**src/rtl/btn_debounce_pulse_pkg.sv**
```systemverilog
// Shared state encodings, bench timing defaults and the counter-width helper
// for the button conditioning slice.
package btn_debounce_pulse_pkg;

    localparam logic [1:0] IDLE         = 2'd0;
    localparam logic [1:0] PRESS_WAIT   = 2'd1;
    localparam logic [1:0] PRESSED      = 2'd2;
    localparam logic [1:0] RELEASE_WAIT = 2'd3;

    localparam int TB_DEBOUNCE_CYCLES = 4;
    localparam int TB_REPEAT_DELAY    = 10;
    localparam int TB_REPEAT_PERIOD   = 3;

    // Wide enough to hold the largest of the three terminal counts.
    function automatic int cnt_width(input int a, input int b, input int c);
        int m;
        m = a;
        if (b > m) m = b;
        if (c > m) m = c;
        return $clog2(m + 1);
    endfunction

endpackage

```
**src/rtl/btn_debounce_pulse_sync_2ff.sv**
```systemverilog
// Two-flop synchroniser for an asynchronous single-bit pin; 2-cycle latency.
// No backpressure: the synchronised level follows the pin continuously.
module sync_2ff
    import btn_debounce_pulse_pkg::*;
(
    input  logic clk,
    input  logic rst,
    input  logic d,
    output logic q
);

    logic s1;
    logic s2;

    always_ff @(posedge clk) begin
        if (rst) begin
            s1 <= 1'b0;
            s2 <= 1'b0;
        end else begin
            s1 <= d;
            s2 <= s1;
        end
    end

    assign q = s2;

endmodule

```
**src/rtl/btn_debounce_pulse.sv**
```systemverilog
// Debounces a raw push-button into one t_pulse per press, with optional auto-repeat.
// Press pulse lands DEBOUNCE_CYCLES+2 edges after the first 1 sample; no backpressure.
module btn_debounce_pulse
    import btn_debounce_pulse_pkg::*;
#(
    parameter int DEBOUNCE_CYCLES = 1000000,
    parameter bit REPEAT_EN       = 1'b0,
    parameter int REPEAT_DELAY    = 50000000,
    parameter int REPEAT_PERIOD   = 10000000
) (
    input  logic clk,
    input  logic rst,
    input  logic btn_in,
    output logic t_pulse,
    output logic btn_level
);

    localparam int CNT_W = cnt_width(DEBOUNCE_CYCLES, REPEAT_DELAY, REPEAT_PERIOD);
    localparam logic [CNT_W-1:0] DEB_LAST = CNT_W'(DEBOUNCE_CYCLES - 1);
    localparam logic [CNT_W-1:0] DLY_LAST = CNT_W'(REPEAT_DELAY - 1);
    localparam logic [CNT_W-1:0] PER_LAST = CNT_W'(REPEAT_PERIOD - 1);

    logic             s2;
    logic [1:0]       state;
    logic [1:0]       state_nx;
    logic [CNT_W-1:0] deb_cnt;
    logic [CNT_W-1:0] deb_nx;
    logic [CNT_W-1:0] rep_cnt;
    logic [CNT_W-1:0] rep_nx;
    logic             rep_phase;
    logic             phase_nx;
    logic             pulse_nx;

    sync_2ff u_sync (
        .clk (clk),
        .rst (rst),
        .d   (btn_in),
        .q   (s2)
    );

    always_comb begin
        state_nx = state;
        deb_nx   = deb_cnt;
        rep_nx   = rep_cnt;
        phase_nx = rep_phase;
        pulse_nx = 1'b0;
        case (state)
            IDLE: begin
                if (s2) begin
                    state_nx = PRESS_WAIT;
                    deb_nx   = '0;
                    rep_nx   = '0;
                end
            end
            PRESS_WAIT: begin
                if (!s2) begin
                    state_nx = IDLE;
                    deb_nx   = '0;
                    rep_nx   = '0;
                end else if (deb_cnt == DEB_LAST) begin
                    state_nx = PRESSED;
                    deb_nx   = '0;
                    rep_nx   = '0;
                    phase_nx = 1'b0;
                    pulse_nx = 1'b1;
                end else begin
                    deb_nx = deb_cnt + 1'b1;
                end
            end
            PRESSED: begin
                if (!s2) begin
                    state_nx = RELEASE_WAIT;
                    deb_nx   = '0;
                    rep_nx   = '0;
                end else if (REPEAT_EN) begin
                    // rep_phase = 0 waits the initial delay, 1 runs the repeat period.
                    if (rep_cnt == (rep_phase ? PER_LAST : DLY_LAST)) begin
                        rep_nx   = '0;
                        phase_nx = 1'b1;
                        pulse_nx = 1'b1;
                    end else begin
                        rep_nx = rep_cnt + 1'b1;
                    end
                end
            end
            RELEASE_WAIT: begin
                if (s2) begin
                    state_nx = PRESSED;
                    deb_nx   = '0;
                    rep_nx   = '0;
                    phase_nx = 1'b0;
                end else if (deb_cnt == DEB_LAST) begin
                    state_nx = IDLE;
                    deb_nx   = '0;
                    rep_nx   = '0;
                end else begin
                    deb_nx = deb_cnt + 1'b1;
                end
            end
            default: state_nx = IDLE;
        endcase
    end

    always_ff @(posedge clk) begin
        if (rst) begin
            state     <= IDLE;
            deb_cnt   <= '0;
            rep_cnt   <= '0;
            rep_phase <= 1'b0;
            t_pulse   <= 1'b0;
            btn_level <= 1'b0;
        end else begin
            state     <= state_nx;
            deb_cnt   <= deb_nx;
            rep_cnt   <= rep_nx;
            rep_phase <= phase_nx;
            t_pulse   <= pulse_nx;
            btn_level <= (state_nx == PRESSED) || (state_nx == RELEASE_WAIT);
        end
    end

endmodule

```
**config.mk**
```make
export PLATFORM = sky130hd
export DESIGN_NAME = btn_debounce_pulse
export DESIGN_NICKNAME = d
export VERILOG_FILES = /design/src/rtl/btn_debounce_pulse_pkg.sv /design/src/rtl/btn_debounce_pulse_sync_2ff.sv /design/src/rtl/btn_debounce_pulse.sv
export SDC_FILE = /design/constraint.sdc
export NUM_CORES = 1
export LEC_CHECK = 0
export ABC_CLOCK_PERIOD_IN_PS = 1800
export BUFFER_PORTS_ARGS = -buffer_cell sky130_fd_sc_hd__buf_2
export CORE_MARGIN = 2
export CORE_UTILIZATION = 50
export DETAILED_ROUTE_END_ITERATION = 16
export PLACE_DENSITY_LB_ADDON = 0.12
export SLEW_MARGIN = 30
export SYNTH_ARGS = -nofsm -noshare
export SYNTH_HDL_FRONTEND = slang
export SYNTH_HIERARCHICAL = 1
export SYNTH_SLANG_ARGS = --single-unit
```
**constraint.sdc**
```tcl
create_clock -name clk -period 1.8 [get_ports clk]
set_input_delay 0.18 -clock clk [delete_from_list [all_inputs] [get_ports clk]]
set_output_delay 0.18 -clock clk [all_outputs]
set_load 0.03 [all_outputs]
```
### Word-level counts from Yosys, hierarchy flattened

Cells that the tools add are included.

* flip-flop bits (word level): 32
* input bits: 3
* word-level logic and storage cells: 35

* $add $sub $neg: 1
* equal/unequal tests: 8
* multiplexer cells: 14
* bitwise gates (word level): 2
* reduce and logical (&&, ||, !) cells: 4

Operators by type and width (count)
* $mux W26: 5
* $pmux W26 S4: 1
* $add A26 B1 Y26 const B: 1
* $eq A26 B20 Y1 const B: 1
* $mux W2: 6
* $eq A2 B2 Y1 const B: 4
* $pmux W2 S4: 1
* $reduce_or A3 Y1: 1
* $eq A2 B1 Y1 const B: 1
* $logic_not A2 Y1: 1
* $ne A2 B1 Y1 const B: 1
* $ne A2 B2 Y1 const B: 1
* $not A1 Y1: 2
* $reduce_and A2 Y1: 1
* $logic_or A1 B1 Y1: 1
* $mux W1: 1

### Depth between registers and ports, before layout

Gate-level depths: netlist (run 1).

* word-level depth: 6
* depth in mapped cells: 7

### Cells and area by module

Netlist (run 1), hierarchy kept.

Modules (own cells, without submodules)
* btn_debounce_pulse: instances 1, cells each 165, area each 1436.4 µm²
* sync_2ff: instances 1, cells each 4, area each 52.6 µm²

### Worst setup path after synthesis (run 1)

OpenSTA, ideal clock, no wires.

* path kind: reg2reg
* from: reg deb_cnt[23]
* to: reg deb_cnt[25]
* setup time: 0.115 ns
* arrival time: 1.716 ns
* required time: 1.685 ns
* setup slack: -0.031 ns
* stages on the path, launching flop included: 7
* path through: dfxtp_1 > or4b_4 > nor4_4 > a21oi_2 > o21bai_2 > buf_4 > nor2_1

* longest elaborated chain between the ends: 4
* elaborated cells between the ends (all ways): 6

RTL lines
* from (decl): line btn_debounce_pulse.sv:26 `logic [CNT_W-1:0] deb_cnt;`
* from (signal assigned): line btn_debounce_pulse.sv:114 `deb_cnt <= deb_nx;`
* $add A26 B1 Y26 or $eq A26 B20 Y1 (tied branches)
* $mux W26 (*): line btn_debounce_pulse.sv:60, btn_debounce_pulse.sv:92
* $mux W26, on equally long branches: line btn_debounce_pulse.sv:87, btn_debounce_pulse.sv:56
* $pmux W26 S4 (*): line btn_debounce_pulse.sv:47 `case (state)`

Mark *: on every way between the ends. The rest lies on a longest branch, timed or not.
A chain may end at the register's enable or synchronous reset.

### Worst setup path after layout (run 1)

* from: reg deb_cnt[11]
* to: reg state[1]

* longest elaborated chain between the ends: 4
* elaborated cells between the ends (all ways): 6

RTL lines
* $eq A26 B20 Y1 (*): line btn_debounce_pulse.sv:60, btn_debounce_pulse.sv:92
* $mux W2, on equally long branches: line btn_debounce_pulse.sv:92, btn_debounce_pulse.sv:60
* $mux W2, on equally long branches: line btn_debounce_pulse.sv:87, btn_debounce_pulse.sv:56
* $pmux W2 S4 (*): line btn_debounce_pulse.sv:47
* to (signal assigned): line btn_debounce_pulse.sv:113 `state <= state_nx;`
* to (decl): line btn_debounce_pulse.sv:24 `logic [1:0] state;`

Marks and branches as above.

==> results of run 1 <==
==> power breakdown <==
| part | switching (µW) | total, µW | internal [µW] |
|---|---|---|---|
| clock network | 215 | 407 | 193 |
| registers | 2.49 | 712 | 710 |
| logic | 22.4 | 36.9 | 14.6 |
==> how the worst max path moves through the flow <==
| stage | start | to | slack [ns] | cells past startpoint |
|---|---|---|---|---|
| 6_report | deb_cnt[11] | state[1] | 0.04 | 6 |
| 4_1_cts | deb_cnt[23] | state[1] | 0.007 | 6 |
| 5_1_grt | deb_cnt[11] | state[1] | -0.08 | 6 |
| 2_1_floorplan | deb_cnt[11] | deb_cnt[25] | 0.01 | 6 |
| 3_3_place_gp | deb_cnt[11] | btn_level | 0.02 | 6 |
| 3_5_place_dp | deb_cnt[11] | state[1] | 0.007 | 6 |
==> state kept, by name, indices dropped and copies added, names as in the netlist <==
register and cells:
deb_cnt 26, state 2, btn_level 1, t_pulse 1
u_sync/q 1, u_sync/s1 1
==> Yosys cell counts, drive strengths merged (2+ instances only) <==
| cell type | number | area [µm²] |
|---|---|---|
| xnor2 | 13 | 114 |
| and2 | 2 | 12.5 |
| o2111ai | 2 | 17.5 |
| clkbuf | 2 | 7.51 |
| nand4 | 7 | 43.8 |
| xor2 | 10 | 87.6 |
| dfxtp | 32 | 641 |
| and4 | 2 | 17.5 |
| and3 | 3 | 18.8 |
| nor2b | 2 | 12.5 |
| nand3 | 6 | 30.0 |
| buf | 3 | 18.8 |
| nand2 | 18 | 67.6 |
| nor4 | 6 | 52.6 |
| nor3 | 8 | 40.0 |
| mux2i | 2 | 20.0 |
| or4 | 2 | 15.0 |
| nor2 | 31 | 116 |
| a21oi | 2 | 13.8 |
==> kinds of logic after synthesis <==
kind of cell / count (synthesis) / share of synthesized area [%]
buffers and inverters: 5 / 1.76
AOI/OAI and AO/OA: 12 / 6.56
and+or+nand+nor: 94 / 32.9
DFF: 32 / 43.0
xor gates and xnor gates: 23 / 13.5
adders and majority gates: 1 / 0.840
muxes: 2 / 1.34
==> stage by stage <==
step / setup WS, ns / total power (µW) / cells / cell area, µm² / hold WS, ns
final: 0.0369 / 1160 / 225 / 1760 / 0.0677
after global routing: -0.0815 / 1220 / 225 / 1760 / 0.0694
after CTS: 0.00702 / 1180 / 224 / 1720 / 0.0579
after detailed placement: 0.00729 / 766 / 216 / 1660 / 0.398
after global placement: 0.0176 / 765 / 216 / 1660 / 0.395
after floorplan: 0.0144 / 752 / 169 / 1490 / 0.252
==> area by class of cell <==
class / instances / area (µm²) / share of cell area (%)
flip-flops and latches: 32 / 643 / 36.6
well taps: 31 / 38.8 / 2.21
repair buffers: 22 / 168 / 9.54
clock buffers: 8 / 58.8 / 3.35
multi-input cells: 132 / 848 / 48.3
==> critical path, stage by stage (launching register included) <==
cell     delay (ns)
dfxtp_2        0.33
or4_4          0.54
nor4_4         0.27
buf_4          0.16
nand3_1        0.09
mux2i_1        0.21
nor2_1         0.06
==> routing by layer <==
metal  wire length [µm]  up-vias  global-route usage [%]
li1                   -      644                       -
met1               1460      582                    25.2
met2               1410       24                    31.5
met3                136        7                    5.93
met4                 41        0                    5.84
met5                  0        -                       0
==> what timing repair did <==
| item | CTS | global route |
|---|---|---|
| gates resized for setup | 1 | 7 |
| setup buffers | 0 | 1 |
| endpoints found under the setup margin | 5 | 28 |
| pin swaps | 1 | 5 |
| cloned | 0 | 0 |
==> results by group, run 1 <==
Global route
  • Initial antenna violation count: 0
  • Tot GR Track Use: between 15 and 20%
  • Largest net degree at the start of global routing: 23
  • Remaining Overflow, GRT: 0
  • First-pass GRT wire length: 5.03 mm
  • Number of global-route vias before repair: 1162

Cells and area
  • Fin nets: between 150 and 200
  • Area Overhead vs Synth: 18.0%
  • Antenna Cells: 0
  • Commonest non-fill, non-tap cell in the layout: nor2_1
  • Final Core Density: 63.2%
  • Fill cell count: 245
  • Share of layout cells above drive strength 1: 20.6%
  • Most frequent cells in the layout: nor2_1, dfxtp_1, nand2_1

Setup path
  • Req. time, crit path: around 2.0 ns
  • R2R Setup Slk: approximately 0.037 ns
  • R2R Path End: state[1]
  • Critical Path Source Type: flop
  • Crit Path Category: flop to flop
  • CP Capture Type: flop
  • Max FO, Critical Path: 2
  • WP data arrival: 1.98 ns
  • R2R cell count: 6
  • Worst R2R Start: deb_cnt[11]

Yosys
  • Syn nets: 173
  • Avg Cell Area, Syn: 8.81 µm²
  • EDFF count, synth: 0
  • Mapped Cells: about 170
  • Yosys reg bits: 32
  • Netlist cell types: 38
  • Prevailing post-synth register cell: dfxtp_1
  • Async SR Flop Fraction: 0%
  • Sequential share of the synthesized area: a little over two fifths
  • Yosys warns: 6
  • Synthesized area: 1490 µm²

Clock network
  • Clock H-tree levels: 2
  • CTS Hold Bufs: 0
  • CTS Buf Count: 5
  • Clock Sink Count: 32
  • CTS tree: yes
  • Clock Pin Slew Worst Setup and Hold Paths: ~0.090 ns
  • Root Driver: clkbuf_4
  • Worst skew pair latency: about 0.32 ns
  • Longest Clk Path Bufs: 2

Floorplan
  • Core ar.: about 2800 µm²
  • Die width: 58.6 µm
  • Height of the die: 58.6 µm
  • Cell row count: 19
  • DIE AREA: 3430 µm²
  • Initial core utilization: 53.5%
  • Top Ports: 5

Min path
  • Worst hold start: btn_in
  • Hold EP: u_sync/s1
  • Hold depth: 2
  • Worst hold path class: input port to flop

Routing
  • Post-route ant nets: 0
  • DR iter-0 viols: 47
  • TritonRoute pass-1 iters: 4
  • Drt wl/cell: approximately 14 µm
  • Drc violations: 0
  • Via count: ~1300
  • Routed Wire Length: 3.05 mm
  • DR vias/cell: around 5.6

Pwr
  • Pleak: about 0.00062 µW
  • Pwr/cell area: 658 nW/µm²
  • Peak VDD IR: 0.654 mV

Timing
  • FMAX: 0.567 GHz
  • RSZ-0062 raised after global routing: true
  • Actual slew at the worst max-slew pin: 0.446 ns
  • Final worst-path cycle share: 98.0%
  • Fin. Hold Viols: 0
  • Final Slew Violations: 0
  • Setup TNS: 0 ns
  • Fin crit period: approximately 1.8 ns
  • Worst slew margin: around 70%
  • Final setup vio count: 0
  • Clock Skew: 0.00533 ns

Flow run
  • MaxCap Viol Count: 0

Placed design
  • PortBufs: 4
  • DPL Wire Length: 2.23 mm
  • GP Congestion: about 0.89

Outcome
  • Outcome: finished clean
Note: power is estimated with default switching activity, not from simulation.
==> run 2: changes to the inputs <==
==> constraint.sdc (replaced) <==
create_clock -name clk -period 1.8 [get_ports clk]
set_input_delay 0.09 -clock clk [delete_from_list [all_inputs] [get_ports clk]]
set_output_delay 0.09 -clock clk [all_outputs]
set_load 0.03 [all_outputs]
==> run 2 against run 1 <==
- design area rose by 0.57%
- non-clock buffer count rose by 1
- sequential cell count did not move
- sequential share of layout area fell by 0.21 points
- utilization rose by 0.36 points
- critical endpoint unchanged
- fmax barely moved
==> results by group, run 2 (synthesis gave the netlist of run 1 again) <==
Clock network
  • CTS tree: yes
  • CTS Buf Count: 5 (unchanged)
  • Root Driver: clkbuf_4
  • Clock Pin Slew Worst Setup and Hold Paths: 0.09 ns (about the same)
  • Clock Sink Count: 32 (unchanged)
  • Clock H-tree levels: 2 (unchanged)
  • Worst skew pair latency: 0.32 ns (about the same)
  • Longest Clk Path Bufs: 2 (unchanged)

Setup path
  • Crit Path Category: flop to flop
  • CP max stage cell: or4_4
  • Slowest stage delay, CP: 0.54 ns (about the same)
  • WP data arrival: 1.98 ns (about the same)
  • Req. time, crit path: 2.02 ns (about the same)
  • Max FO, Critical Path: 2 (unchanged)
  • CP Cell Sequence: or4_4 -> nor4_4 -> buf_4 -> nand3_1 -> mux2i_1 -> nor2_1
  • Critical Path Source Type: flop
  • CP Capture Type: flop

Routing
  • DR iter-0 viols: 43 (-8.5%)
  • Routed Wire Length: 3.08 mm (+1.2%)
  • Post-route ant nets: 0 (unchanged)
  • DR vias/cell: 5.63 (+0.75%)
  • Via count: 1272 (+1.2%)
  • Drc violations: 0 (unchanged)
  • Drt wl/cell: 13.6 µm (+0.73%)
  • TritonRoute pass-1 iters: 4 (unchanged)

Floorplan
  • Core ar.: 2780 µm² (unchanged)
  • Top Ports: 5 (unchanged)
  • Height of the die: 58.6 µm (unchanged)
  • Initial core utilization: 53.5% (unchanged)
  • DIE AREA: 3430 µm² (unchanged)
  • Cell row count: 19 (unchanged)
  • Die width: 58.6 µm (unchanged)

Global route
  • First-pass GRT wire length: 5.04 mm (+0.26%)
  • Initial antenna violation count: 0 (unchanged)
  • Number of global-route vias before repair: 1161 (-0.086%)
  • Tot GR Track Use: 19.5% (+0.046 points)
  • Remaining Overflow, GRT: 0 (unchanged)
  • Largest net degree at the start of global routing: 23 (unchanged)

Cells and area
  • Max FFs per register: 26 (unchanged)
  • Fin nets: 198 (+0.51%)
  • Final Core Density: 63.5% (+0.36 points)
  • Share of layout cells above drive strength 1: 20.5% (-0.11 points)
  • Commonest non-fill, non-tap cell in the layout: nor2_1
  • Largest regs: deb_cnt: 26 flops, state: 2 flops
  • Largest register by flop count: deb_cnt
  • Antenna Cells: 0 (unchanged)
  • Area Overhead vs Synth: 18.7%
  • Most frequent cells in the layout: nor2_1, dfxtp_1, nand2_1
  • Fill cell count: 244 (-0.41%)
  • Post-Layout Cell Count: 226 (+0.44%)

Pwr
  • Pleak: 0.000626 µW (+0.67%)
  • Pwr/cell area: 658 nW/µm² (-0.12%)
  • Peak VDD IR: 0.661 mV (+1.1%)
  • PnR Total Power: 1160 µW (+0.45%)

Timing
  • FMAX: 0.568 GHz (about the same)
  • Final worst-path cycle share: 97.9% (about the same)
  • Fin. Hold Viols: 0 (unchanged)
  • Final setup vio count: 0 (unchanged)
  • Fin crit period: 1.76 ns (-0.00147 ns)
  • Actual slew at the worst max-slew pin: 0.446 ns (-0.000241 ns)
  • Worst slew margin: 70.3% (about the same)
  • RSZ-0062 raised after global routing: true
  • Hold_ws: 0.0699 ns (+0.00217 ns)
  • Final Slew Violations: 0 (unchanged)
  • Clock Skew: 0.00575 ns (+0.000423 ns)

Placed design
  • GP Congestion: 0.893 (unchanged)
  • Placed Cells incl. Taps: 216 (unchanged)
  • PortBufs: 4 (unchanged)
  • DPL Wire Length: 2.23 mm (unchanged)

Flow run
  • MaxCap Viol Count: 0 (unchanged)

Min path
  • Worst hold path class: input port to flop

Outcome
  • Outcome: finished clean
## run 2: cell count changes in the layout (fill, tap and decap cells not counted)
cell / change
dlygate4sd3_1: +1
## run 2: report_power, final
group	switching [µW]	internal (µW)
clock network	218	192
logic	22.7	16.0
registers	2.51	710
## run 2: area by class of cell
class / count / area, µm² / share of cell area (%)
Timing Repair Buffer: 23 / 178 / 10.1
Sequential cell: 32 / 643 / 36.4
Tap cell: 31 / 38.8 / 2.20
Clock buffer: 8 / 58.8 / 3.33
Multi-Input combinational cell: 132 / 848 / 48.0
## run 2: worst paths after layout
kind         slack, ns          end        start  cells past startpoint
max reg2reg       0.04     state[1]  deb_cnt[11]                      6
min reg2reg       0.45     u_sync/q    u_sync/s1                      1
min               0.07  deb_cnt[15]          rst                      2
max               0.04     state[1]  deb_cnt[11]                      6
## run 2: per-layer routing
| metal | GRT usage [%] | part of all wire (%) | vias up | wire, µm |
|---|---|---|---|---|
| met5 | 0 | 0 | - | 0 |
| met4 | 5.84 | 1.3 | 0 | 41 |
| met3 | 5.93 | 5.1 | 8 | 158 |
| met2 | 31.5 | 46 | 30 | 1430 |
| met1 | 25.4 | 47 | 588 | 1450 |
| li1 | - | - | 646 | - |
## run 2: through the flow
stage          instance area, µm²  TNS (ns)  worst slack [ns]
3_5_place_dp                 1660         0           0.00729
5_1_grt                      1770    -0.817           -0.0818
2_1_floorplan                1490         0            0.0144
6_report                     1770         0            0.0383
3_3_place_gp                 1660         0            0.0176
4_1_cts                      1730         0           0.00702
## run 2: worst max-delay path, delay by kind of cell (launching register included)
family,cells,cell delay (ns)
buffers and inverters,1,0.16
DFF,1,0.33
muxes,1,0.21
and+or+nand+nor,4,0.96
## run 2: repair_timing
item,4_1_cts,5_1_grt
gates cloned,0,0
hold endpoints to repair,1,0
resized for setup,1,7
pin swaps,1,5
setup endpoints to repair,5,28
hold buffers,1,0
buffers inserted,0,1
